==> config.mk <==
export PLATFORM = sky130hd
export DESIGN_NAME = alu_arbiter
export DESIGN_NICKNAME = d
export VERILOG_FILES = /design/src/rtl/alu_arbiter_pkg.sv /design/src/rtl/alu_arbiter_rr_arb2.sv /design/src/rtl/alu_arbiter.sv
export SDC_FILE = /design/constraint.sdc
export NUM_CORES = 1
export LEC_CHECK = 0
export CAP_MARGIN = 20
export CORE_MARGIN = 2
export CORE_UTILIZATION = 41
export DETAILED_ROUTE_END_ITERATION = 6
export PLACE_DENSITY = 0.87
export SYNTH_ARGS = -nofsm -noshare
export SYNTH_HDL_FRONTEND = slang
export SYNTH_SLANG_ARGS = --single-unit
export TNS_END_PERCENT = 50
==> constraint.sdc <==
create_clock -name clk -period 4.9 [get_ports clk]
set_input_delay 1.225 -clock clk [delete_from_list [all_inputs] [get_ports clk]]
set_output_delay 1.225 -clock clk [all_outputs]
set_load 0.01 [all_outputs]
==> src/rtl/alu_arbiter_pkg.sv <==
// alu_arbiter_pkg: FSM states, ALU op codes and op-code legality check shared by the arbiter
package alu_arbiter_pkg;
  typedef enum logic [1:0] {IDLE, EXEC, RESP} state_t;
  localparam logic [3:0] OP_AND = 4'b0000;
  localparam logic [3:0] OP_OR  = 4'b0001;
  localparam logic [3:0] OP_ADD = 4'b0010;
  localparam logic [3:0] OP_SUB = 4'b0110;
  localparam logic [3:0] OP_SLT = 4'b0111;
  localparam logic [3:0] OP_NOR = 4'b1100;
  function automatic logic is_legal_op(input logic [3:0] op);
    return op inside {OP_AND, OP_OR, OP_ADD, OP_SUB, OP_SLT, OP_NOR};
  endfunction
endpackage

==> src/rtl/alu_arbiter_rr_arb2.sv <==
// rr_arb2: two-way round-robin grant; on a tie the requester not granted last wins
module rr_arb2 (
  input  logic [1:0] valid,
  input  logic       last,
  output logic [1:0] grant
);
  always_comb grant = (&valid) ? (last ? 2'b01 : 2'b10) : valid;
endmodule

==> src/rtl/alu_arbiter.sv <==
// alu_arbiter: shares one external combinational ALU between two requesters, one transaction in flight
module alu_arbiter
  import alu_arbiter_pkg::*;
#(
  parameter int WIDTH = 32
) (
  input  logic             clk,
  input  logic             rst_n,
  input  logic [1:0]       req_valid,
  output logic [1:0]       req_ready,
  input  logic [3:0]       req0_ctrl,
  input  logic [3:0]       req1_ctrl,
  input  logic [WIDTH-1:0] req0_op1,
  input  logic [WIDTH-1:0] req0_op2,
  input  logic [WIDTH-1:0] req1_op1,
  input  logic [WIDTH-1:0] req1_op2,
  output logic             rsp_valid,
  input  logic             rsp_ready,
  output logic             rsp_id,
  output logic [WIDTH-1:0] rsp_result,
  output logic             rsp_zero,
  output logic             rsp_err,
  output logic [3:0]       ALU_ctrl,
  output logic [WIDTH-1:0] ALU_operand_1,
  output logic [WIDTH-1:0] ALU_operand_2,
  input  logic [WIDTH-1:0] ALU_result
);
  state_t state;
  logic last;
  logic [1:0] grant;
  logic xfer;
  logic legal;
  logic [WIDTH-1:0] result;
  rr_arb2 u_arb (
    .valid(req_valid),
    .last (last),
    .grant(grant)
  );
  assign req_ready = (state == IDLE && rst_n) ? grant : 2'b00;
  assign xfer = |(req_valid & req_ready);
  assign legal = is_legal_op(ALU_ctrl);
  assign result = legal ? ALU_result : '0;
  // ALU_* double as the latched request, so they hold their values outside EXEC;
  // last always names the requester of the transaction in flight
  always_ff @(posedge clk or negedge rst_n) begin
    if (!rst_n) begin
      state         <= IDLE;
      last          <= 1'b1;
      ALU_ctrl      <= '0;
      ALU_operand_1 <= '0;
      ALU_operand_2 <= '0;
      rsp_valid     <= 1'b0;
      rsp_id        <= 1'b0;
      rsp_result    <= '0;
      rsp_zero      <= 1'b0;
      rsp_err       <= 1'b0;
    end else begin
      case (state)
        IDLE: if (xfer) begin
          last          <= req_ready[1];
          ALU_ctrl      <= req_ready[1] ? req1_ctrl : req0_ctrl;
          ALU_operand_1 <= req_ready[1] ? req1_op1 : req0_op1;
          ALU_operand_2 <= req_ready[1] ? req1_op2 : req0_op2;
          state         <= EXEC;
        end
        EXEC: begin
          rsp_result <= result;
          rsp_zero   <= ~|result;
          rsp_err    <= ~legal;
          rsp_id     <= last;
          rsp_valid  <= 1'b1;
          state      <= RESP;
        end
        RESP: if (rsp_ready) begin
          rsp_valid <= 1'b0;
          state     <= IDLE;
        end
        default: state <= IDLE;
      endcase
    end
  end
endmodule

Word-level counts from Yosys, hierarchy flattened. Index checks and enable logic that the tools add are counted.

Word-level logic and storage cells: 45. Output and inout port bits: 106. Flip-flop bits (word level): 107. Bits of input ports: 173.

Mux-type cells: 12. Reductions and logical operators: 12. Bitwise operators: 2. Eq/ne operators: 9.

Operators with widths (count): $mux 32 (3); $reduce_or 32->1 (1); $mux 2 (5); $eq 4x3->1 const B (2); $reduce_and 2->1 (4); $pmux 2 s3 (1); $reduce_bool 6->1 (1); $eq 4x1->1 const B (1); $eq 4x2->1 const B (1); $eq 4x4->1 const B (1); $logic_not 4->1 (1); $mux 4 (1); $ne 2x2->1 const B (2); $and 2x2->2 (1); $eq 2x1->1 const B (1); $eq 2x2->1 const B (1); $logic_not 2->1 (1); $pmux 1 s2 (1); $reduce_bool 2->1 (1); $reduce_or 2->1 (1); $logic_and 1x1->1 (1); $logic_not 1->1 (1); $mux 1 (1); $not 1->1 (1).

Depth between registers and ports, before layout. Gate-level depths: netlist of run 1.

Depth in word-level cells: 7. Gate-level depth with buffers: 6. Mapped depth without buffers: 4.

By module. A second synthesis of run 1 with hierarchy kept.

Cells, all modules: 411. Area, all modules: 4643.2 µm².

Modules (own cells, without submodules): alu_arbiter (area an instance 4624.4 µm², times used 1, sequential area each 2678.8 µm², cells an instance 408); rr_arb2 (area an instance 18.8 µm², times used 1, sequential area each 0.0 µm², cells an instance 3).

Least setup slack after synthesis of run 1. No wires, ideal clock.

Path type: input-to-output. Start point: input rst_n. End point: output req_ready[1]. Data required time: 3675 ps. Buffers on the path: 2. Setup slack: 1612 ps. Cell stages on the path: 5. Arrival time: 2063 ps. Path through: nor3b_2 nand3_1 buf_2 buf_1 inv_1.

Longest elaborated chain between the ends: 2.

Ends and longest elaborated chain: start, declared (RTL line alu_arbiter.sv:8) `input logic rst_n,`; $logic_and 1x1->1 (RTL line alu_arbiter.sv:39) `assign req_ready = (state == IDLE && rst_n) ? grant : 2'b00;`; $mux 2 (RTL line alu_arbiter.sv:39); end, declared (RTL line alu_arbiter.sv:10) `output logic [1:0] req_ready,`.

No other way between the ends.

Worst setup path after layout of run 1.
Start point: input req_valid[1]. End point: output req_ready[0].

Longest elaborated chain between the ends: 3.

Ends and longest elaborated chain: start, declared (RTL line alu_arbiter.sv:9) `input logic [1:0] req_valid,`; $reduce_and 2->1 (RTL line alu_arbiter_rr_arb2.sv:7) `always_comb grant = (&valid) ? (last ? 2'b01 : 2'b10) : valid;`; $mux 2 (RTL line alu_arbiter_rr_arb2.sv:7); $mux 2 (RTL line alu_arbiter.sv:39).

No other way between the ends.

==> results of run 1 <==
-- per-layer routing --
metal	vias up	wire, microns
li1	1993	-
met1	2015	5690
met2	191	6963
met3	28	1052
met4	0	392
met5	-	0
-- power groups by stage --
stage                     logic (mW)  clock network, mW  registers [mW]
after floorplan                0.674                  0            1.65
after global placement          1.84                  0            1.48
after detailed placement        1.89                  0            1.50
after CTS                       1.90              0.705            1.49
after global routing            2.01              0.737            1.53
final                           1.88              0.687            1.48
-- metrics by stage --
stage | util, % | total power [mW] | area, sq um | cells
after CTS | 69.13 | 4.089 | 7792 | 824
after global routing | 69.26 | 4.282 | 7807 | 825
after detailed placement | 66.64 | 3.387 | 7512 | 808
after global placement | 66.64 | 3.319 | 7512 | 808
after floorplan | - | 2.322 | 4677 | 412
final | 69.26 | 4.048 | 7807 | 825
-- cells by family after synthesis --
logic type	count (synthesis)
DFF	107
AOI/OAI and AO/OA	106
and+or+nand+nor	95
muxes	69
buffers and inverters	35
-- how the worst max path moves through the flow --
stage	startpoint	to	slack, ns	cells after the start
floorplan	rst_n	req_ready[1]	1.61	5
global placement	req_valid[1]	req_ready[0]	1.02	5
detailed placement	req_valid[1]	req_ready[0]	1.03	5
CTS	req_valid[1]	req_ready[0]	1.02	5
global route	req_valid[1]	req_ready[0]	0.98	5
finish	req_valid[1]	req_ready[0]	1.05	5
-- worst max-delay path, stage by stage --
cell,delay [ns]
clkdlybuf4s50_1,0.46
nand2b_1,0.14
nand3_4,0.16
inv_1,0.09
clkdlybuf4s50_1,0.55
-- area by class of cell --
type	instances	area share [%]
multi-input combinational	270	23.24
tap	143	2.292
clock buffer	11	3.237
timing repair buffer	285	36.38
sequential	107	34.31
inverter	4	0.1923
clock inverter	5	0.3526
-- flip-flops by register name, indices dropped and copies added, names as in the netlist --
signal         cells
ALU_ctrl           4
ALU_operand_1     32
ALU_operand_2     32
last               1
rsp_err            1
rsp_id             1
rsp_result        32
rsp_valid          1
rsp_zero           1
state              2
-- placed cells by master (no fill, tap or decap), drive strengths merged, types with 3 or more instances in the layout --
| master | count |
|---|---|
| a21oi | 69 |
| a22o | 32 |
| buf | 8 |
| clkbuf | 11 |
| clkdlybuf4s50 | 277 |
| clkinv | 4 |
| dfrtp | 106 |
| inv | 4 |
| mux2i | 68 |
| nand2 | 5 |
| nand2b | 3 |
| nor2 | 69 |
| nor4 | 8 |
| o21ai | 3 |
==> flow_metrics.py, run 1 <==
metrics = {
    "global_route": {
        "grt_pass1_wl_mm": 22.41,
        "grt.met1_usage_pct": 26.92,
        "use_met2_pct": 39.06,
        "grt_pass1_vias": 4492,
        "busiest_layer": "met2",
        "gr-total-overflow": 0,
        "antenna_found_initial": 0,
        "met3_usage_pct": 6.069,
        "grt_max_degree": 89,
        "grt_util_all_layers_pct": 22.74,
    },
    "logic_synthesis": {
        "synth.most_common_cell": "dfrtp_1",
        "seq_area_frac_synth_pct": 57.28,
        "synth_mux_area_share_pct": 14.79,
        "netlist.top_cell.by_area": "dfrtp_1",
        "netlist_top_cells_count": "106 x dfrtp_1, 69 x a21oi_1, 69 x nor2_1, 68 x mux2i_1, 22 x a22o_1",
        "synth.area.top_cells": "dfrtp_1 57%, mux2i_1 15%, a21oi_1 7.4%",
        "synth-seq-cells": 107,
        "yosysWarnings": 0,
        "synth_ff_type": "dfrtp_1",
        "synth_fa_ha_area_share_pct": 0,
        "synth-async-reset-ratio_pct": 100.0,
        "netlist_area_sq_mm": 0.004677,
        "synth_top_family_by_area": "multiplexers",
        "synth_compound_area_share_pct": 14.39,
        "synthCells": 412,
        "synth-xor-area-share_pct": 0,
        "synth-simple-area-share_pct": 9.069,
        "postSynthAreaPerCell_sq_um": 11.35,
        "ys_types": 29,
        "yosys.area.top_type_share_pct": 56.71,
        "syn-num-nets": 585,
        "synth_edf_count": 0,
    },
    "critical_path": {
        "arrival_ns": 2.62,
        "endpoint_kind": "output pin",
        "path_class": "input port to output pin",
        "reg2reg_slack_ns": 2.66,
        "critical_path_required_ns": 3.67,
        "rr_startpoint": "last",
        "worstPathMaxFanout": 7,
        "cp-start-kind": "input port",
        "r2r-end": "ALU_operand_2[20]",
        "r2r_cells": 6,
    },
    "power": {
        "power_frac_comb_pct": 46.4,
        "power_density_mw_per_mm2": 518.5,
        "switching_share_pct": 32.43,
        "leakage_nw": 3.629,
        "irDropWorstVdd_mv": 0.2772,
        "p_int_mw": 2.735,
        "power_frac_seq_pct": 36.6,
        "p_sw_mw": 1.313,
        "p_clk_share_pct": 17.0,
    },
    "die": {
        "start_util_pct": 41.49,
        "rows": 39,
        "chipHeight_microns": 110.8,
        "die_width_microns": 110.8,
        "dieArea_sq_mm": 0.01228,
        "core_sq_mm": 0.01127,
        "top_level_ports": 279,
    },
    "drt": {
        "drc": 0,
        "routed-via-count": 4227,
        "first_iter_violations": 289,
        "viasPerCell": 5.124,
        "drtAntennaViolNets": 0,
        "routed_wl_mm": 14.10,
        "wl_per_cell_microns": 17.09,
        "drt_pass1_iterations": 4,
    },
    "outcome": {
        "outcome": "completed",
    },
    "placement": {
        "dpl_worst_slack_ns": 1.026,
        "gp_congestion": 0.9026,
        "place_hpwl_mm": 10.44,
        "io_buffer_count": 278,
    },
    "clocking": {
        "cts-resized-gates": 0,
        "cts_hold_buf": 0,
        "clkLatencyLatePin_ns": 0.34,
        "htree_levels": 3,
        "clock-sinks": 107,
        "clock-root-buffer": "clkbuf_16",
        "post_cts_buffers": 0,
        "cts_made_buffers": 9,
        "cts.path.max_buffers": 2,
        "clkTransAtPathRegs_ns": 0.07,
        "cts_tree": "yes",
    },
    "flow_run": {
        "maxCapViolCount": 0,
    },
    "hold_path": {
        "hp-class": "flop to flop",
        "hp-start": "last",
        "whs_path_depth": 2,
        "worst_hold_path.endpoint": "last",
    },
    "sta": {
        "finalMaxSlewViolations": 0,
        "max_slew_margin_pct": 25.75,
        "setup_viol": 0,
        "max_freq_ghz": 0.2599,
        "fin_ws_ns": 1.052,
        "worst_pin_slew_ns": 1.114,
        "rsz0062_at_grt": "false",
        "fin_tns_setup_ns": 0,
        "post-route-period-util_pct": 78.53,
        "holdWs_ns": 0.4834,
        "fin_skew_ns": 0.004769,
        "finalHoldViolations": 0,
        "fin_crit_ns": 3.848,
    },
    "final_layout": {
        "multiInputGateArea_sq_mm": 0.001814,
        "nNetsFinal": 850,
        "antenna_cells": 0,
        "seqCellArea_sq_mm": 0.002679,
        "areaGrowthSynthToFinish_pct": 66.93,
        "layout-drive-gt1-share_pct": 6.158,
        "n_fill_cell": 851,
    },
}
No activity file was read; power rests on OpenSTA's default activity.
==> run 2: changes to the inputs <==
CORE_UTILIZATION = 34   (was 41)
PLACE_DENSITY = 0.77   (was 0.87)
clock period = 3.1 ns   (was 4.9 ns; I/O delays follow)
==> flow_metrics.py, run 2 (same netlist as run 1, synthesis figures left out) <==
metrics = {
    "die": {
        "chipHeight_microns": 121.3,
        "start_util_pct": 35.04,
        "top_level_ports": 279,
        "die_width_microns": 121.3,
        "dieArea_sq_mm": 0.01471,
        "core_sq_mm": 0.01335,
        "rows": 42,
    },
    "global_route": {
        "grt_pass1_wl_mm": 22.76,
        "grt_pass1_vias": 4311,
        "grt_util_all_layers_pct": 19.85,
        "antenna_found_initial": 0,
        "gr-total-overflow": 0,
        "grt_max_degree": 139,
    },
    "clocking": {
        "cts_made_buffers": 9,
        "cts-resized-gates": 0,
        "cts.path.max_buffers": 2,
        "cts_tree": "yes",
        "cts_hold_buf": 0,
        "clkTransAtPathRegs_ns": 0.07,
        "clkLatencyLatePin_ns": 0.34,
        "clock-sinks": 107,
        "post_cts_buffers": 0,
        "clock-root-buffer": "clkbuf_16",
        "htree_levels": 3,
    },
    "drt": {
        "wl_per_cell_microns": 17.02,
        "drt_pass1_iterations": 6,
        "routed_wl_mm": 14.57,
        "drtAntennaViolNets": 0,
        "routed-via-count": 4213,
        "drc": 0,
        "first_iter_violations": 148,
        "viasPerCell": 4.922,
    },
    "critical_path": {
        "reg2reg_slack_ns": 1.28,
        "worstPathMaxFanout": 2,
        "critPathBufInv": 3,
        "endpoint_kind": "output pin",
        "cp-start-kind": "input port",
        "cpPeakStageDelay_ns": 0.55,
        "arrival_ns": 2.10,
        "critical_path_required_ns": 2.32,
        "crit_top_cell": "clkdlybuf4s50_1",
        "cp_cell_sequence": "clkdlybuf4s50_1 -> nand2_1 -> nand3_4 -> inv_1 -> clkdlybuf4s50_1",
        "path_class": "input port to output pin",
        "critPathTopFamily": "buffers and inverters",
        "critical-path-slowest-cell": "clkdlybuf4s50_1",
    },
    "power": {
        "leakage_nw": 3.637,
        "p_total_mw": 6.434,
        "power_density_mw_per_mm2": 816.8,
        "irDropWorstVdd_mv": 0.3405,
    },
    "placement": {
        "place_hpwl_mm": 10.64,
        "gp_congestion": 0.8510,
        "io_buffer_count": 278,
    },
    "sta": {
        "finalHoldViolations": 0,
        "max_freq_ghz": 0.3482,
        "fin_crit_ns": 2.872,
        "rsz0062_at_grt": "false",
        "fin_tns_setup_ns": 0,
        "fin_skew_ns": 0.004348,
        "max_slew_margin_pct": 36.29,
        "worst_pin_slew_ns": 0.9556,
        "setup_viol": 0,
        "post-route-period-util_pct": 92.64,
        "finalMaxSlewViolations": 0,
    },
    "final_layout": {
        "nNetsFinal": 849,
        "n_fill_cell": 1167,
        "multiInputGateArea_sq_mm": 0.001814,
        "antenna_cells": 0,
        "areaGrowthSynthToFinish_pct": 68.43,
        "final_cell_mix": "277 x clkdlybuf4s50_1, 106 x dfrtp_1, 69 x nor2_1, 69 x a21oi_1, 68 x mux2i_1",
        "layout_commonest_cell": "clkdlybuf4s50_1",
        "layout-drive-gt1-share_pct": 5.882,
        "largestRegisters": "ALU_operand_1 (32), ALU_operand_2 (32), rsp_result (32)",
        "seqCellArea_sq_mm": 0.002679,
    },
    "flow_run": {
        "maxCapViolCount": 0,
    },
    "outcome": {
        "outcome": "completed",
    },
    "hold_path": {
        "hp-class": "input port to async pin",
    },
}
## run 2: cell count changes in the layout (fill, tap and decap cells not counted)
| cell | change |
|---|---|
| buf_8 | -1 |
| buf_16 | +1 |
| clkinv_2 | -2 |
| clkinv_4 | +1 |
| buf_12 | +2 |
| buf_4 | -3 |
## run 2: per-layer routing
layer / track usage, % / share of wire [%] / up-vias
met3: 5.968 / 8.7 / 26
li1: - / - / 1988
met1: 22.73 / 38 / 2010
met2: 34.66 / 51 / 189
met5: 0 / 0 / -
met4: 7.830 / 2.4 / 0
## run 2: worst paths after layout
path                                     endpoint  cells past startpoint          from
max in group asynchronous       ALU_operand_2[11]                      3         rst_n
min in group clk                          rsp_err                      2       rsp_err
worst min-delay path               rsp_result[27]                      2         rst_n
worst max register to register   ALU_operand_2[8]                      5      state[1]
worst max-delay path                 req_ready[1]                      5  req_valid[0]
worst min register to register            rsp_err                      2       rsp_err
## run 2: area by class of cell
type                    instances  area share, %
clock buffers                  11          3.208
flip-flops and latches        107          34.01
multi-input cells             270          23.03
well taps                     176          2.795
repair buffers                284          36.44
clock inverters                 4         0.3335
inverters                       4         0.1906
## run 2: power by group
group,total [mW],leakage (nW),internal [mW],switching [mW]
Clock,1.08,0.137,0.583,0.498
Combinational,3.00,2.23,1.75,1.25
Sequential,2.35,1.27,2.00,0.353
## run 2: stage by stage
| step | instance area, sq um | setup slack [ns] | util (%) | cells | hold WS, ns |
|---|---|---|---|---|---|
| floorplan | 4677 | 0.7117 | - | 412 | 0.4494 |
| global placement | 7571 | 0.2438 | 56.72 | 840 | 0.4617 |
| detailed placement | 7571 | 0.2359 | 56.72 | 840 | 0.4782 |
| CTS | 7850 | 0.2272 | 58.81 | 855 | 0.4472 |
| global route | 7878 | 0.1855 | 59.02 | 856 | 0.4713 |
| finish | 7878 | 0.2281 | 59.02 | 856 | 0.4532 |
==> run 3: changes to the inputs <==
RECOVER_POWER = 50   (was default)
==> flow_metrics.py, run 3 (same netlist as run 1, synthesis figures left out) <==
metrics = {
    "outcome": {
        "outcome": "complete, but fails checks",
        "violations": "max-capacitance violations, max-slew violations",
    },
    "power": {
        "p_total_mw": 6.407,
        "power_frac_seq_pct": 36.7,
        "p_int_mw": 4.310,
        "p_clk_share_pct": 16.9,
        "leakage_nw": 3.651,
        "power_density_mw_per_mm2": 815.0,
        "power_frac_comb_pct": 46.4,
        "p_sw_mw": 2.097,
        "switching_share_pct": 32.72,
        "irDropWorstVdd_mv": 0.3415,
    },
    "placement": {
        "place_hpwl_mm": 10.64,
        "placedInstanceArea_sq_mm": 0.007571,
        "io_buffer_count": 278,
        "placedCellCount": 840,
        "gp_congestion": 0.8510,
        "dpl_worst_slack_ns": 0.2359,
    },
    "clocking": {
        "cts_tree": "yes",
        "cts-resized-gates": 0,
        "htree_levels": 3,
        "clock-sinks": 107,
        "clkLatencyLatePin_ns": 0.34,
        "cts_hold_buf": 0,
        "post_cts_buffers": 0,
        "cts.path.max_buffers": 2,
        "cts_made_buffers": 9,
        "clock-root-buffer": "clkbuf_16",
        "clkTransAtPathRegs_ns": 0.07,
    },
    "final_layout": {
        "antenna_cells": 0,
        "nNetsFinal": 849,
        "layout_commonest_cell": "clkdlybuf4s50_1",
        "largestRegisters": "ALU_operand_1 (32), ALU_operand_2 (32), rsp_result (32)",
        "layout-drive-gt1-share_pct": 5.735,
        "final_cell_mix": "261 x clkdlybuf4s50_1, 106 x dfrtp_1, 69 x nor2_1, 69 x a21oi_1, 68 x mux2i_1",
        "fin_util_pct": 58.90,
        "final_area_sq_mm": 0.007861,
        "stdcell_count": 856,
        "areaGrowthSynthToFinish_pct": 68.08,
    },
    "die": {
        "rows": 42,
        "top_level_ports": 279,
        "die_width_microns": 121.3,
        "start_util_pct": 35.04,
        "chipHeight_microns": 121.3,
        "dieArea_sq_mm": 0.01471,
        "core_sq_mm": 0.01335,
    },
    "sta": {
        "setup_viol": 0,
        "post-route-period-util_pct": 95.60,
        "worst_pin_slew_ns": 1.626,
        "max_freq_ghz": 0.3374,
        "holdWs_ns": 0.4776,
        "fin_crit_ns": 2.964,
        "max_slew_margin_pct": -8.382,
        "fin_tns_setup_ns": 0,
        "rsz0062_at_grt": "false",
        "finalHoldViolations": 0,
        "fin_ws_ns": 0.1363,
        "fin_skew_ns": 0.004347,
        "finalMaxSlewViolations": 38,
    },
    "global_route": {
        "grt_pass1_vias": 4311,
        "grt_util_all_layers_pct": 19.85,
        "gr-total-overflow": 0,
        "grt_pass1_wl_mm": 22.76,
        "grt_max_degree": 139,
        "antenna_found_initial": 0,
    },
    "flow_run": {
        "maxCapViolCount": 1,
    },
    "critical_path": {
        "endpoint_kind": "output pin",
        "worstPathMaxFanout": 2,
        "critical_path_required_ns": 2.32,
        "cp-start-kind": "input port",
        "path_class": "input port to output pin",
        "arrival_ns": 2.19,
    },
    "drt": {
        "drc": 0,
        "drt_pass1_iterations": 4,
        "drtAntennaViolNets": 0,
        "routed_wl_mm": 14.59,
        "routed-via-count": 4223,
        "wl_per_cell_microns": 17.04,
        "viasPerCell": 4.933,
        "first_iter_violations": 154,
    },
    "hold_path": {
        "hp-class": "input port to async pin",
    },
}
-- run 3: worst paths after layout --
path	end	slack, ns	cells past startpoint	start
min in group clk	last	0.49	2	last
max	req_ready[1]	0.14	5	req_valid[0]
max reg2reg	ALU_operand_2[13]	0.77	5	state[1]
min	rsp_result[3]	0.48	2	rst_n
max in group asynchronous	ALU_operand_2[11]	1.30	3	rst_n
min reg2reg	last	0.49	2	last
-- run 3: critical path, cell delays in order --
cell and delay [ns]:
dlygate4sd3_1 0.59, nand2_1 0.12, nand3_4 0.08, inv_1 0.08
clkdlybuf4s50_1 0.55
-- run 3: layout make-up --
cell class / instances / area [sq um]
clock inverter: 4 / 26.28
inverter: 4 / 15.01
clock buffer: 11 / 252.7
timing repair buffer: 284 / 2854
tap: 176 / 220.2
fill: 1169 / 5487
multi-input combinational: 270 / 1814
sequential: 107 / 2679
-- run 3: power by group through the flow --
| stage | clock, mW | combinational [mW] | sequential, mW |
|---|---|---|---|
| 6_report | 1.08 | 2.97 | 2.35 |
| 5_1_grt | 1.18 | 3.21 | 2.44 |
| 4_1_cts | 1.12 | 3.02 | 2.36 |
| 3_5_place_dp | 0 | 3.01 | 2.38 |
| 3_3_place_gp | 0 | 2.94 | 2.34 |
| 2_1_floorplan | 0 | 1.07 | 2.61 |
-- run 3: routing by layer --
metal | track usage, % | share of wire [%]
met5 | 0 | 0
met4 | 7.830 | 2.4
met3 | 5.968 | 8.9
met2 | 34.66 | 51
met1 | 22.73 | 38
